File: src/rtl/rideup_pkg.sv
// Shared types and default constants for the elevator travel scheduler.
package rideup_pkg;

  typedef enum logic [1:0] {
    IDLE = 2'd0,
    MOVE = 2'd1,
    DOOR = 2'd2
  } state_e;

  localparam int FLOOR_W           = 4;
  localparam int DEF_NUM_FLOORS    = 10;
  localparam int DEF_TRAVEL_CYCLES = 8;
  localparam int DEF_DOOR_CYCLES   = 6;

  function automatic int max_int(input int a, input int b);
    return (a > b) ? a : b;
  endfunction

endpackage

File: src/rtl/ride_timer.sv
// Wrapping interval timer shared by floor travel and door hold timing.
// done is high while the count sits at term; an enabled count at term wraps to 0.
module ride_timer #(
  parameter int W = 4
) (
  input  logic         clk,
  input  logic         reset,
  input  logic         clr,
  input  logic         en,
  input  logic [W-1:0] term,
  output logic         done
);

  logic [W-1:0] cnt_q;

  assign done = (cnt_q == term);

  always_ff @(posedge clk) begin
    if (!reset || clr) begin
      cnt_q <= '0;
    end else if (en) begin
      cnt_q <= done ? '0 : cnt_q + 1'b1;
    end
  end

endmodule

File: src/rtl/elevator_ctrl.sv
// SCAN travel scheduler driving an external BCD floor counter and the car door.
// Define ELEVATOR_EMERG_EN to add the emerg input (recall to floor 0, door held open).
module elevator_ctrl
  import rideup_pkg::*;
#(
  parameter int NUM_FLOORS    = DEF_NUM_FLOORS,
  parameter int TRAVEL_CYCLES = DEF_TRAVEL_CYCLES,
  parameter int DOOR_CYCLES   = DEF_DOOR_CYCLES
) (
  input  logic                  clk,
  input  logic                  reset,
`ifdef ELEVATOR_EMERG_EN
  input  logic                  emerg,
`endif
  input  logic [NUM_FLOORS-1:0] req,
  input  logic [FLOOR_W-1:0]    floor,
  output logic                  cnt_en,
  output logic                  cnt_up_down,
  output logic                  door_open,
  output logic                  moving,
  output logic [NUM_FLOORS-1:0] pending,
  output state_e                dbg_state
);

  localparam int TW = $clog2(max_int(TRAVEL_CYCLES, DOOR_CYCLES));

  state_e                  state_q, state_d;
  logic                    dir_q, dir_d;
  logic                    arrive_q, arrive_d;
  logic [NUM_FLOORS-1:0]   pending_q, pending_d, clr;
  logic [NUM_FLOORS-1:0]   here_m, above_m, below_m;
  logic                    here_hit, above_any, below_any, ahead, behind;
  logic                    at_bottom, emerg_w, step;
  logic                    tmr_clr, tmr_en, tmr_done;
  logic [TW-1:0]           tmr_term;

`ifdef ELEVATOR_EMERG_EN
  assign emerg_w = emerg;
`else
  assign emerg_w = 1'b0;
`endif

  always_comb begin
    here_m  = '0;
    above_m = '0;
    below_m = '0;
    for (int i = 0; i < NUM_FLOORS; i++) begin
      here_m[i]  = (FLOOR_W'(i) == floor);
      above_m[i] = (FLOOR_W'(i) > floor);
      below_m[i] = (FLOOR_W'(i) < floor);
    end
  end

  assign here_hit  = |(pending_q & here_m);
  assign above_any = |(pending_q & above_m);
  assign below_any = |(pending_q & below_m);
  assign ahead     = dir_q ? above_any : below_any;
  assign behind    = dir_q ? below_any : above_any;
  assign at_bottom = (floor == '0);

  // Terminal count depends only on the registered state, keeping done loop-free.
  assign tmr_term = (state_q == DOOR) ? TW'(DOOR_CYCLES - 1) : TW'(TRAVEL_CYCLES - 1);

  ride_timer #(.W(TW)) u_timer (
    .clk   (clk),
    .reset (reset),
    .clr   (tmr_clr),
    .en    (tmr_en),
    .term  (tmr_term),
    .done  (tmr_done)
  );

  always_comb begin
    state_d  = state_q;
    dir_d    = dir_q;
    arrive_d = arrive_q;
    clr      = '0;
    tmr_clr  = 1'b0;
    tmr_en   = 1'b0;
    step     = 1'b0;
    unique case (state_q)
      IDLE: begin
        tmr_clr = 1'b1;
        if (emerg_w) begin
          if (at_bottom) begin
            state_d = DOOR;
          end else begin
            dir_d    = 1'b0;
            arrive_d = 1'b0;
            state_d  = MOVE;
          end
        end else if (here_hit) begin
          clr     = here_m;
          state_d = DOOR;
        end else if (ahead) begin
          arrive_d = 1'b0;
          state_d  = MOVE;
        end else if (behind) begin
          dir_d    = ~dir_q;
          arrive_d = 1'b0;
          state_d  = MOVE;
        end
      end
      MOVE: begin
        if (!arrive_q) begin
          tmr_en = 1'b1;
          if (tmr_done) begin
            step     = 1'b1;
            arrive_d = 1'b1;
          end
        end else begin
          // One cycle after the step the counter shows the new floor.
          arrive_d = 1'b0;
          tmr_clr  = 1'b1;
          if (emerg_w) begin
            if (at_bottom)  state_d = DOOR;
            else if (dir_q) state_d = IDLE;
          end else if (here_hit) begin
            clr     = here_m;
            state_d = DOOR;
          end else if (!ahead) begin
            state_d = IDLE;
          end
        end
      end
      DOOR: begin
        clr = here_m;
        if (emerg_w && at_bottom) begin
          tmr_clr = 1'b1;
        end else if (!emerg_w && |(req & here_m)) begin
          tmr_clr = 1'b1;
        end else begin
          tmr_en = 1'b1;
          if (tmr_done) begin
            arrive_d = 1'b0;
            if (emerg_w) begin
              dir_d   = 1'b0;
              state_d = MOVE;
            end else if (ahead) begin
              state_d = MOVE;
            end else if (behind) begin
              dir_d   = ~dir_q;
              state_d = MOVE;
            end else begin
              state_d = IDLE;
            end
          end
        end
      end
      default: state_d = IDLE;
    endcase
  end

  assign pending_d = emerg_w ? '0 : ((pending_q | req) & ~clr);

  always_ff @(posedge clk) begin
    if (!reset) begin
      state_q   <= IDLE;
      dir_q     <= 1'b1;
      arrive_q  <= 1'b0;
      pending_q <= '0;
    end else begin
      state_q   <= state_d;
      dir_q     <= dir_d;
      arrive_q  <= arrive_d;
      pending_q <= pending_d;
    end
  end

  assign cnt_en      = step;
  assign cnt_up_down = dir_q;
  assign door_open   = (state_q == DOOR);
  assign moving      = (state_q == MOVE);
  assign pending     = pending_q;
  assign dbg_state   = state_q;

endmodule

File: config.mk
export PLATFORM = sky130hd
export DESIGN_NAME = elevator_ctrl
export DESIGN_NICKNAME = d
export VERILOG_FILES = /design/src/rtl/rideup_pkg.sv /design/src/rtl/ride_timer.sv /design/src/rtl/elevator_ctrl.sv
export SDC_FILE = /design/constraint.sdc
export NUM_CORES = 1
export LEC_CHECK = 0
export CORE_UTILIZATION = 45
export CTS_CLUSTER_DIAMETER = 120
export DETAILED_ROUTE_END_ITERATION = 8
export PLACE_DENSITY = 0.73
export RECOVER_POWER = 100
export SYNTH_ARGS = -nofsm -noshare
export SYNTH_HDL_FRONTEND = slang
export SYNTH_SLANG_ARGS = --single-unit
File: constraint.sdc
create_clock -name clk -period 4.7 [get_ports clk]
set_clock_uncertainty 0.2 [all_clocks]
set_input_delay 0.47 -clock clk [delete_from_list [all_inputs] [get_ports clk]]
set_output_delay 0.47 -clock clk [all_outputs]
set_load 0.01 [all_outputs]
==> impl_metrics.json, run 1 <==
{
  "crit_family": "compound AO/OA/AOI/OAI gates",
  "path_max_fanout": 24,
  "path_clk_slew_ns": 0.10,
  "synth_edf_count": 0,
  "cts_buffers": 3,
  "finalInstanceArea_mm2": 0.001707,
  "yosysSeqAreaShare_pct": 23.84,
  "ant_nets": 0,
  "path_cells": "dlygate4sd3_1 > mux2_2 > a32o_1 > nor4_1 > a41o_1 > a21boi_0 > a21boi_0 > o221ai_1",
  "start_util_pct": 47.15,
  "p_int_mw": 0.3133,
  "fmax_ghz": 0.2772,
  "die_area_mm2": 0.003402,
  "synth_cell_types": 58,
  "clock_sinks": 17,
  "crit_buf_inv": 1,
  "busiest_layer": "met2",
  "synthArstFlopShare_pct": 0,
  "worstSetupStartpoint": "floor[0]",
  "crit_arrival_ns": 3.59,
  "synth_area_leader_cell": "dfxtp_1",
  "num_io_pins": 32,
  "p_clk_share_pct": 15.5,
  "timing.rr.start": "pending[7]$_SDFF_PN0_",
  "clock_path_buffers": 2,
  "layout.nets": 221,
  "num_rows": 20,
  "routed_wl_um": 3828,
  "worst_pin_slew_ns": 0.8671,
  "post-route-min-period_ns": 3.608,
  "slowest_delay_ns": 1.10,
  "globalplace.congestion": 0.8919,
  "worst-r2r-cell-count": 6,
  "tns_ns": 0,
  "wire_per_inst_um": 15.75,
  "diodes": 0,
  "p_switching_mw": 0.2196,
  "path_common_cell": "a21boi_0",
  "seqPwrFrac_pct": 35.0,
  "cts_tree": "done",
  "drv_slew": 0,
  "cts_resized": 0,
  "antenna_found_initial": 0,
  "grt_pass1_wl_um": 6465,
  "p_leak_nw": 0.6910,
  "cp.required_ns": 4.68,
  "p_sw_share_pct": 41.21,
  "synth_cells": 173,
  "relSlewSlack_pct": 42.01,
  "synth_area_mm2": 0.001428,
  "area_growth_pct": 19.54,
  "synth_fp_nets": 194,
  "ys_ff_latch": 17,
  "finalSetupViolations": 0,
  "drtIter0Drc": 53,
  "via_count": 1471,
  "powerDensity_mw_per_mm2": 312.2,
  "grt-ovfl-total": 0,
  "end_kind": "flop",
  "r2r_end": "arrive_q$_SDFFE_PN0P_",
  "synth_warnings": 0,
  "hpwl_um": 2843,
  "period_share_pct": 76.76,
  "final_core_util_pct": 56.36,
  "peakVddDrop_uv": 128.8,
  "numPortBuffers": 31,
  "grt_usage_pct": 24.50,
  "drc": 0,
  "setup.worst_path.start_class": "input port",
  "grt_pass1_vias": 1374,
  "drive_gt1_share_pct": 5.528,
  "grt_max_degree": 25,
  "grtUsageMet1_pct": 33.42,
  "rsz0062_at_grt": "false",
  "root_buffer": "clkbuf_4",
  "vias_per_cell": 6.053,
  "place_area_mm2": 0.001703,
  "die_h_um": 58.33,
  "status": "completed",
  "clk_latency_ns": 0.29,
  "critical_path_cell_count": 8,
  "grtUsageMet3_pct": 3.297,
  "cts_hold_buf": 0,
  "drv_cap": 0,
  "path_class": "input port to flop",
  "post_cts_buffers": 0,
  "htree_levels": 1,
  "r2r_slack_ns": 2.23,
  "yosysTopAreaCellShare_pct": 23.84,
  "synth_flop_cell": "dfxtp_1",
  "die_w_um": 58.33,
  "synthTopCellsByArea": "dfxtp_1 (24%), o21ai_0 (5.3%), ha_1 (4.4%)",
  "core_mm2": 0.003028,
  "endpoint": "arrive_q$_SDFFE_PN0P_",
  "combPwrFrac_pct": 49.6,
  "slowest_stage": "dlygate4sd3_1",
  "hold_viol_final": 0,
  "grtUsageMet2_pct": 40.39,
  "avgSynthCellArea_um2": 8.252,
  "dr.pass1.iters": 4,
  "hp-class": "flop to flop"
}
==> cell usage in the layout, fill, tap and decap left out, types with 4 or more instances in the layout <==
master,instances
dlygate4sd3_1,18
inv_1,9
a31oi_1,9
a21oi_1,12
clkdlybuf4s50_1,13
nand2_1,12
nor2_1,15
mux2i_1,5
dfxtp_1,17
ha_1,5
o21ai_0,15
nor3_1,4
==> worst register-to-register path, cell delays in order (launching register included) <==
cell and delay (ns):
dfxtp_1 0.38, mux2_1 0.31, a41o_1 0.24, a311o_1 0.40
a21boi_0 0.47, a21boi_0 0.23, o221ai_1 0.12
==> power groups by stage <==
stage	combinational (mW)	clock, mW	sequential, mW
finish	0.264	0.0824	0.186
detailed placement	0.282	0	0.191
global placement	0.276	0	0.189
CTS	0.284	0.0844	0.187
global route	0.293	0.0900	0.190
floorplan	0.187	0	0.192
==> cells by family after synthesis <==
logic type / count (synthesis) / synth area share (%)
AO/OA/AOI/OAI: 67 / 34.97
AND/OR/NAND/NOR: 55 / 19.98
buffers and inverters: 18 / 8.676
flip-flops: 17 / 23.84
multiplexers: 9 / 6.923
adder cells (fa/ha/maj): 5 / 4.382
XOR/XNOR: 2 / 1.227
==> cell usage after synthesis (4+ instances only) <==
cell type  number
a21oi_1        12
mux2i_1         5
dfxtp_1        17
nor2_1         14
inv_1           9
nor3_1          4
nand2_1        12
o21ai_0        15
a31oi_1         9
ha_1            5
==> sequential cells by signal, summed over array words and instances (netlist names) <==
register       count
u_timer.cnt_q      3
cnt_up_down        1
arrive_q           1
pending           10
dbg_state          2
==> how the worst min path moves through the flow <==
stage	startpoint	endpoint	slack [ns]	cells after the start
2_1_floorplan	u_timer.cnt_q[2]$_SDFFE_PP0P_	u_timer.cnt_q[2]$_SDFFE_PP0P_	0.27	1
3_3_place_gp	u_timer.cnt_q[2]$_SDFFE_PP0P_	u_timer.cnt_q[2]$_SDFFE_PP0P_	0.29	1
3_5_place_dp	u_timer.cnt_q[2]$_SDFFE_PP0P_	u_timer.cnt_q[2]$_SDFFE_PP0P_	0.31	1
4_1_cts	u_timer.cnt_q[2]$_SDFFE_PP0P_	u_timer.cnt_q[2]$_SDFFE_PP0P_	0.32	1
5_1_grt	u_timer.cnt_q[2]$_SDFFE_PP0P_	u_timer.cnt_q[2]$_SDFFE_PP0P_	0.35	1
6_report	u_timer.cnt_q[2]$_SDFFE_PP0P_	u_timer.cnt_q[2]$_SDFFE_PP0P_	0.32	1
==> through the flow <==
step / std cells / power [mW] / worst slack, ns / hold WS, ns
after floorplan: 173 / 0.3788 / 2.352 / 0.2709
after global placement: 239 / 0.4654 / 1.317 / 0.2942
after detailed placement: 239 / 0.4731 / 1.240 / 0.3071
after CTS: 243 / 0.5554 / 1.566 / 0.3247
after global routing: 243 / 0.5731 / 0.8168 / 0.3525
final: 243 / 0.5329 / 1.092 / 0.3243
==> cell type report <==
| cell class | count | area, um^2 |
|---|---|---|
| Tap cell | 44 | 55.05 |
| Timing Repair Buffer | 31 | 310.3 |
| Multi-Input combinational cell | 138 | 940.9 |
| Clock buffer | 4 | 26.28 |
| Fill cell | 297 | 1321 |
| Inverter | 9 | 33.78 |
| Sequential cell | 17 | 340.3 |
==> per-layer routing <==
metal	vias to the layer above	part of all wire, %
met4	0	1.4
met3	7	5.4
li1	707	-
met2	44	48
met5	-	0
met1	713	46
(Power assumes the default switching activity.)
==> run 2, diff against run 1 <==
Settings changed: PLACE_DENSITY 0.73 to 0.75.
Clock period 4.7 ns to 3 ns, I/O delays scaled along.
==> run 2 against run 1 <==
Against the previous run: first-iteration DRC count increased by 25%; largest power group unchanged; routed wire length increased by 2.5%; critical endpoint is now pending[7]$_SDFF_PN0_; global-route usage grew 0.12 points.
==> impl_metrics.json, run 2 (synthesis gave the netlist of run 1 again) <==
{
  "hp-class": "flop to flop",
  "grt_usage_pct": 24.62,
  "num_io_pins": 32,
  "powerDensity_mw_per_mm2": 475.9,
  "core_mm2": 0.003028,
  "worst-r2r-cell-count": 7,
  "path_class": "input port to flop",
  "p_leak_nw": 0.7482,
  "die_w_um": 58.33,
  "slowest_delay_ns": 0.75,
  "largest_reg_flops": 10,
  "slowest_stage": "dlygate4sd3_1",
  "grt_pass1_wl_um": 6534,
  "layout.nets": 233,
  "drv_slew": 0,
  "mostFrequentLayoutCell": "dfxtp_1",
  "htree_levels": 1,
  "wire_per_inst_um": 15.39,
  "p_sw_share_pct": 41.26,
  "via_count": 1489,
  "end_kind": "flop",
  "finalSetupViolations": 0,
  "clock_path_buffers": 2,
  "peakVddDrop_uv": 214.7,
  "cp.required_ns": 3.01,
  "routed_wl_um": 3925,
  "setup.worst_path.start_class": "input port",
  "holdPathEnd": "u_timer.cnt_q[2]$_SDFFE_PP0P_",
  "vias_per_cell": 5.839,
  "num_rows": 20,
  "drive_gt1_share_pct": 12.32,
  "grt_max_degree": 19,
  "status": "completed",
  "num-fill-cells": 279,
  "power.total_mw": 0.8604,
  "start_util_pct": 47.15,
  "hold_start": "u_timer.cnt_q[2]$_SDFFE_PP0P_",
  "cts_buffers": 3,
  "relSlewSlack_pct": 61.05,
  "tns_ns": 0,
  "r2r_slack_ns": 0.57,
  "worst_pin_slew_ns": 0.5825,
  "grt_pass1_vias": 1401,
  "area_growth_pct": 26.64,
  "critical_path_cell_count": 9,
  "seqPwrFrac_pct": 34.1,
  "drtIter0Drc": 66,
  "hpwl_um": 3030,
  "path_cells": "dlygate4sd3_1 > buf_4 > nor3_1 > a41o_1 > a311o_1 > a21oi_1 > nor2_2 > clkbuf_1 > a41oi_1",
  "crit_family": "buffers and inverters",
  "place_area_mm2": 0.001793,
  "path_clk_slew_ns": 0.11,
  "dr.pass1.iters": 4,
  "worstSetupStartpoint": "floor[0]",
  "p_int_mw": 0.5054,
  "clk_latency_ns": 0.29,
  "numPortBuffers": 31,
  "drv_cap": 0,
  "whs_path_depth": 1,
  "r2r_end": "pending[7]$_SDFF_PN0_",
  "grt-ovfl-total": 0,
  "crit_buf_inv": 3,
  "die_h_um": 58.33,
  "cts_resized": 0,
  "path_max_fanout": 13,
  "post_cts_buffers": 0,
  "placed_cells": 251,
  "root_buffer": "clkbuf_4",
  "p_switching_mw": 0.3550,
  "clock_sinks": 17,
  "final_cells": 255,
  "fmax_ghz": 0.3573,
  "diodes": 0,
  "globalplace.congestion": 0.8719,
  "period_share_pct": 93.29,
  "cts_tree": "done",
  "antenna_found_initial": 0,
  "final_cell_mix": "dfxtp_1 (17), dlygate4sd3_1 (16), o21ai_0 (15), clkdlybuf4s50_1 (15), nor2_1 (14)",
  "combPwrFrac_pct": 51.1,
  "cts_hold_buf": 0,
  "ant_nets": 0,
  "drc": 0,
  "crit_arrival_ns": 2.81,
  "whs_ns": 0.3114,
  "post-route-min-period_ns": 2.799,
  "p_clk_share_pct": 14.9,
  "rsz0062_at_grt": "false",
  "hold_viol_final": 0,
  "die_area_mm2": 0.003402,
  "finalInstanceArea_mm2": 0.001808,
  "timing.rr.start": "pending[7]$_SDFF_PN0_"
}
==> run 2: power by group through the flow <==
| stage | clock network [mW] | logic, mW | registers [mW] |
|---|---|---|---|
| 6_report | 0.128 | 0.439 | 0.293 |
| 5_1_grt | 0.142 | 0.479 | 0.299 |
| 4_1_cts | 0.129 | 0.457 | 0.294 |
| 3_5_place_dp | 0 | 0.454 | 0.298 |
| 3_3_place_gp | 0 | 0.449 | 0.296 |
| 2_1_floorplan | 0 | 0.292 | 0.301 |
==> run 2: through the flow <==
step	setup WS (ns)	utilization [%]
final	0.2012	59.71
after global routing	0.04643	59.71
after CTS	0.2836	60.12
after detailed placement	0.006887	59.21
after global placement	0.1027	59.21
after floorplan	0.8222	-
==> run 2: final cells by class <==
type                            instances  area (um^2)  share of cell area, %
Inverter                                9        33.78                  1.869
Clock inverter                          1        5.005                 0.2768
Timing Repair Buffer                   43        396.6                  21.94
Multi-Input combinational cell        138        954.7                  52.80
Sequential cell                        17        340.3                  18.82
Tap cell                               44        55.05                  3.045
Clock buffer                            3        22.52                  1.246
==> run 2: how the worst max path moves through the flow <==
stage | endpoint | slack, ns
global placement | arrive_q$_SDFFE_PN0P_ | 0.10
CTS | cnt_en | 0.28
detailed placement | dbg_state[1]$_SDFFE_PN0P_ | 0.007
finish | pending[7]$_SDFF_PN0_ | 0.20
floorplan | arrive_q$_SDFFE_PN0P_ | 0.82
global route | dbg_state[1]$_SDFFE_PN0P_ | 0.05
==> run 2: layer usage <==
metal	part of all wire, %	vias to the layer above	track usage, %
met5	0	-	0
met4	0.69	0	7.143
met3	6.2	4	3.077
met2	45	59	38.42
met1	48	698	35.60
li1	-	728	-
==> run 3, diff against run 2 <==
Settings changed: CORE_UTILIZATION 45 to 40, PLACE_DENSITY 0.75 to 0.68.
==> run 3 against run 2 <==
Against the previous run: register-to-register slack improved by 0.15 ns; sequential power about the same; cell area increased by 0.35%; combinational power about the same; global-route usage fell by 1.8 points; fmax rose by 1.8%; critical path depth did not move; routed wire length is 0.66% lower; core utilization shrank 6.2 points; clock power barely moved; first-iteration DRC count rose by 150%; power increased by 0.51%; critical endpoint is now arrive_q$_SDFFE_PN0P_; largest cell class unchanged.
==> impl_metrics.json, run 3 (synthesis gave the netlist of run 1 again) <==
{
  "status": "completed",
  "cts_hold_buf": 0,
  "numPortBuffers": 31,
  "grt_usage_pct": 22.79,
  "worst-r2r-cell-count": 6,
  "start_util_pct": 42.12,
  "crit_buf_inv": 2,
  "crit_family": "compound AO/OA/AOI/OAI gates",
  "final_cell_mix": "dfxtp_1 (17), dlygate4sd3_1 (17), o21ai_0 (15)",
  "area_growth_pct": 27.08,
  "diodes": 0,
  "wl_met2_um": 1778,
  "crit_arrival_ns": 2.72,
  "finalInstanceArea_mm2": 0.001814,
  "cts_tree": "done",
  "timing.rr.start": "pending[7]$_SDFF_PN0_",
  "r2r_slack_ns": 0.72,
  "end_kind": "flop",
  "hold_viol_final": 0,
  "grt_pass1_vias": 1365,
  "num_io_pins": 32,
  "core_mm2": 0.003390,
  "die_area_mm2": 0.003812,
  "relSlewSlack_pct": 61.89,
  "tns_ns": 0,
  "drc": 0,
  "die_w_um": 61.74,
  "grt_max_degree": 19,
  "clock_sinks": 17,
  "path_cells": "dlygate4sd3_1 > buf_4 > nor2_1 > a32o_1 > nor4_2 > a41o_1 > a21boi_2 > a21boi_1 > o221ai_1",
  "vias_per_cell": 5.883,
  "drive_gt1_share_pct": 12.86,
  "path_max_fanout": 11,
  "worstSetupStartpoint": "floor[2]",
  "globalplace.congestion": 0.9307,
  "endpoint": "arrive_q$_SDFFE_PN0P_",
  "hp-class": "flop to flop",
  "drtIter0Drc": 164,
  "slowest_delay_ns": 0.79,
  "num_rows": 21,
  "rsz0062_at_grt": "false",
  "ant_nets": 0,
  "largest_reg_flops": 10,
  "drv_slew": 0,
  "wl_met1_um": 1882,
  "peakVddDrop_uv": 159.5,
  "routed_wl_um": 3899,
  "clk_latency_ns": 0.29,
  "path_clk_slew_ns": 0.10,
  "cts_buffers": 3,
  "dr.pass1.iters": 4,
  "grt_pass1_wl_um": 6417,
  "fmax_ghz": 0.3636,
  "clock_path_buffers": 2,
  "wl_met3_um": 196,
  "placed_cells": 252,
  "critical_path_cell_count": 9,
  "drv_cap": 0,
  "cts_resized": 0,
  "hpwl_um": 3002,
  "cp.required_ns": 2.97,
  "worst_pin_slew_ns": 0.5699,
  "place_area_mm2": 0.001788,
  "post-route-min-period_ns": 2.750,
  "antenna_found_initial": 0,
  "htree_levels": 1,
  "root_buffer": "clkbuf_4",
  "power.total_mw": 0.8648,
  "p_leak_nw": 0.7484,
  "finalSetupViolations": 0,
  "wire_per_inst_um": 15.23,
  "period_share_pct": 91.67,
  "r2r_end": "arrive_q$_SDFFE_PN0P_",
  "post_cts_buffers": 0,
  "die_h_um": 61.74,
  "setup.worst_path.start_class": "input port",
  "slowest_stage": "dlygate4sd3_1",
  "highest_layer": "met4",
  "powerDensity_mw_per_mm2": 476.7,
  "path_class": "input port to flop",
  "final_cells": 256,
  "via_count": 1506,
  "layout.nets": 232,
  "grt-ovfl-total": 0
}
run 3: cell count changes in the layout (fill, tap and decap cells not counted):
| cell | delta |
|---|---|
| a21boi_2 | +1 |
| a21boi_1 | +1 |
| clkinv_2 | -1 |
| a22oi_2 | +1 |
| dlygate4sd3_1 | +1 |
| a22oi_1 | -1 |
| a21boi_0 | -2 |
| clkdlybuf4s50_1 | -1 |
run 3: worst min path at each step:
| stage | slack [ns] | end | depth (start not counted) | start |
|---|---|---|---|---|
| 6_report | 0.32 | u_timer.cnt_q[2]$_SDFFE_PP0P_ | 1 | u_timer.cnt_q[2]$_SDFFE_PP0P_ |
| 5_1_grt | 0.35 | dbg_state[1]$_SDFFE_PN0P_ | 2 | dbg_state[1]$_SDFFE_PN0P_ |
| 4_1_cts | 0.32 | u_timer.cnt_q[2]$_SDFFE_PP0P_ | 1 | u_timer.cnt_q[2]$_SDFFE_PP0P_ |
| 3_5_place_dp | 0.30 | u_timer.cnt_q[2]$_SDFFE_PP0P_ | 1 | u_timer.cnt_q[2]$_SDFFE_PP0P_ |
| 3_3_place_gp | 0.29 | u_timer.cnt_q[2]$_SDFFE_PP0P_ | 1 | u_timer.cnt_q[2]$_SDFFE_PP0P_ |
| 2_1_floorplan | 0.24 | pending[3]$_SDFF_PN0_ | 2 | reset |
run 3: per-stage QoR:
step           setup WS (ns)  utilization [%]  hold slack, ns
2_1_floorplan         0.8222                -          0.2423
3_3_place_gp         0.08537            52.75          0.2950
3_5_place_dp        -0.02338            52.75          0.3018
4_1_cts               0.3114            53.53          0.3230
5_1_grt              0.08810            53.53          0.3507
6_report              0.2500            53.53          0.3208
run 3: cell type report:
| type | instances | area, um^2 |
|---|---|---|
| multi-input cells | 138 | 963.4 |
| flip-flops and latches | 17 | 340.3 |
| clock buffers | 4 | 26.28 |
| repair buffers | 42 | 392.9 |
| inverters | 9 | 33.78 |
| well taps | 46 | 57.56 |
| fillers | 322 | 1575 |
run 3: routing by layer:
layer	track usage [%]	up-vias
li1	-	731
met1	32.66	715
met2	36.25	54
met3	3.313	6
met4	5.079	0
met5	0	-
run 3: power by group:
group | switching (mW) | internal (mW)
clock | 0.0773 | 0.0517
combinational | 0.237 | 0.205
sequential | 0.0408 | 0.254
total | 0.355 | 0.510
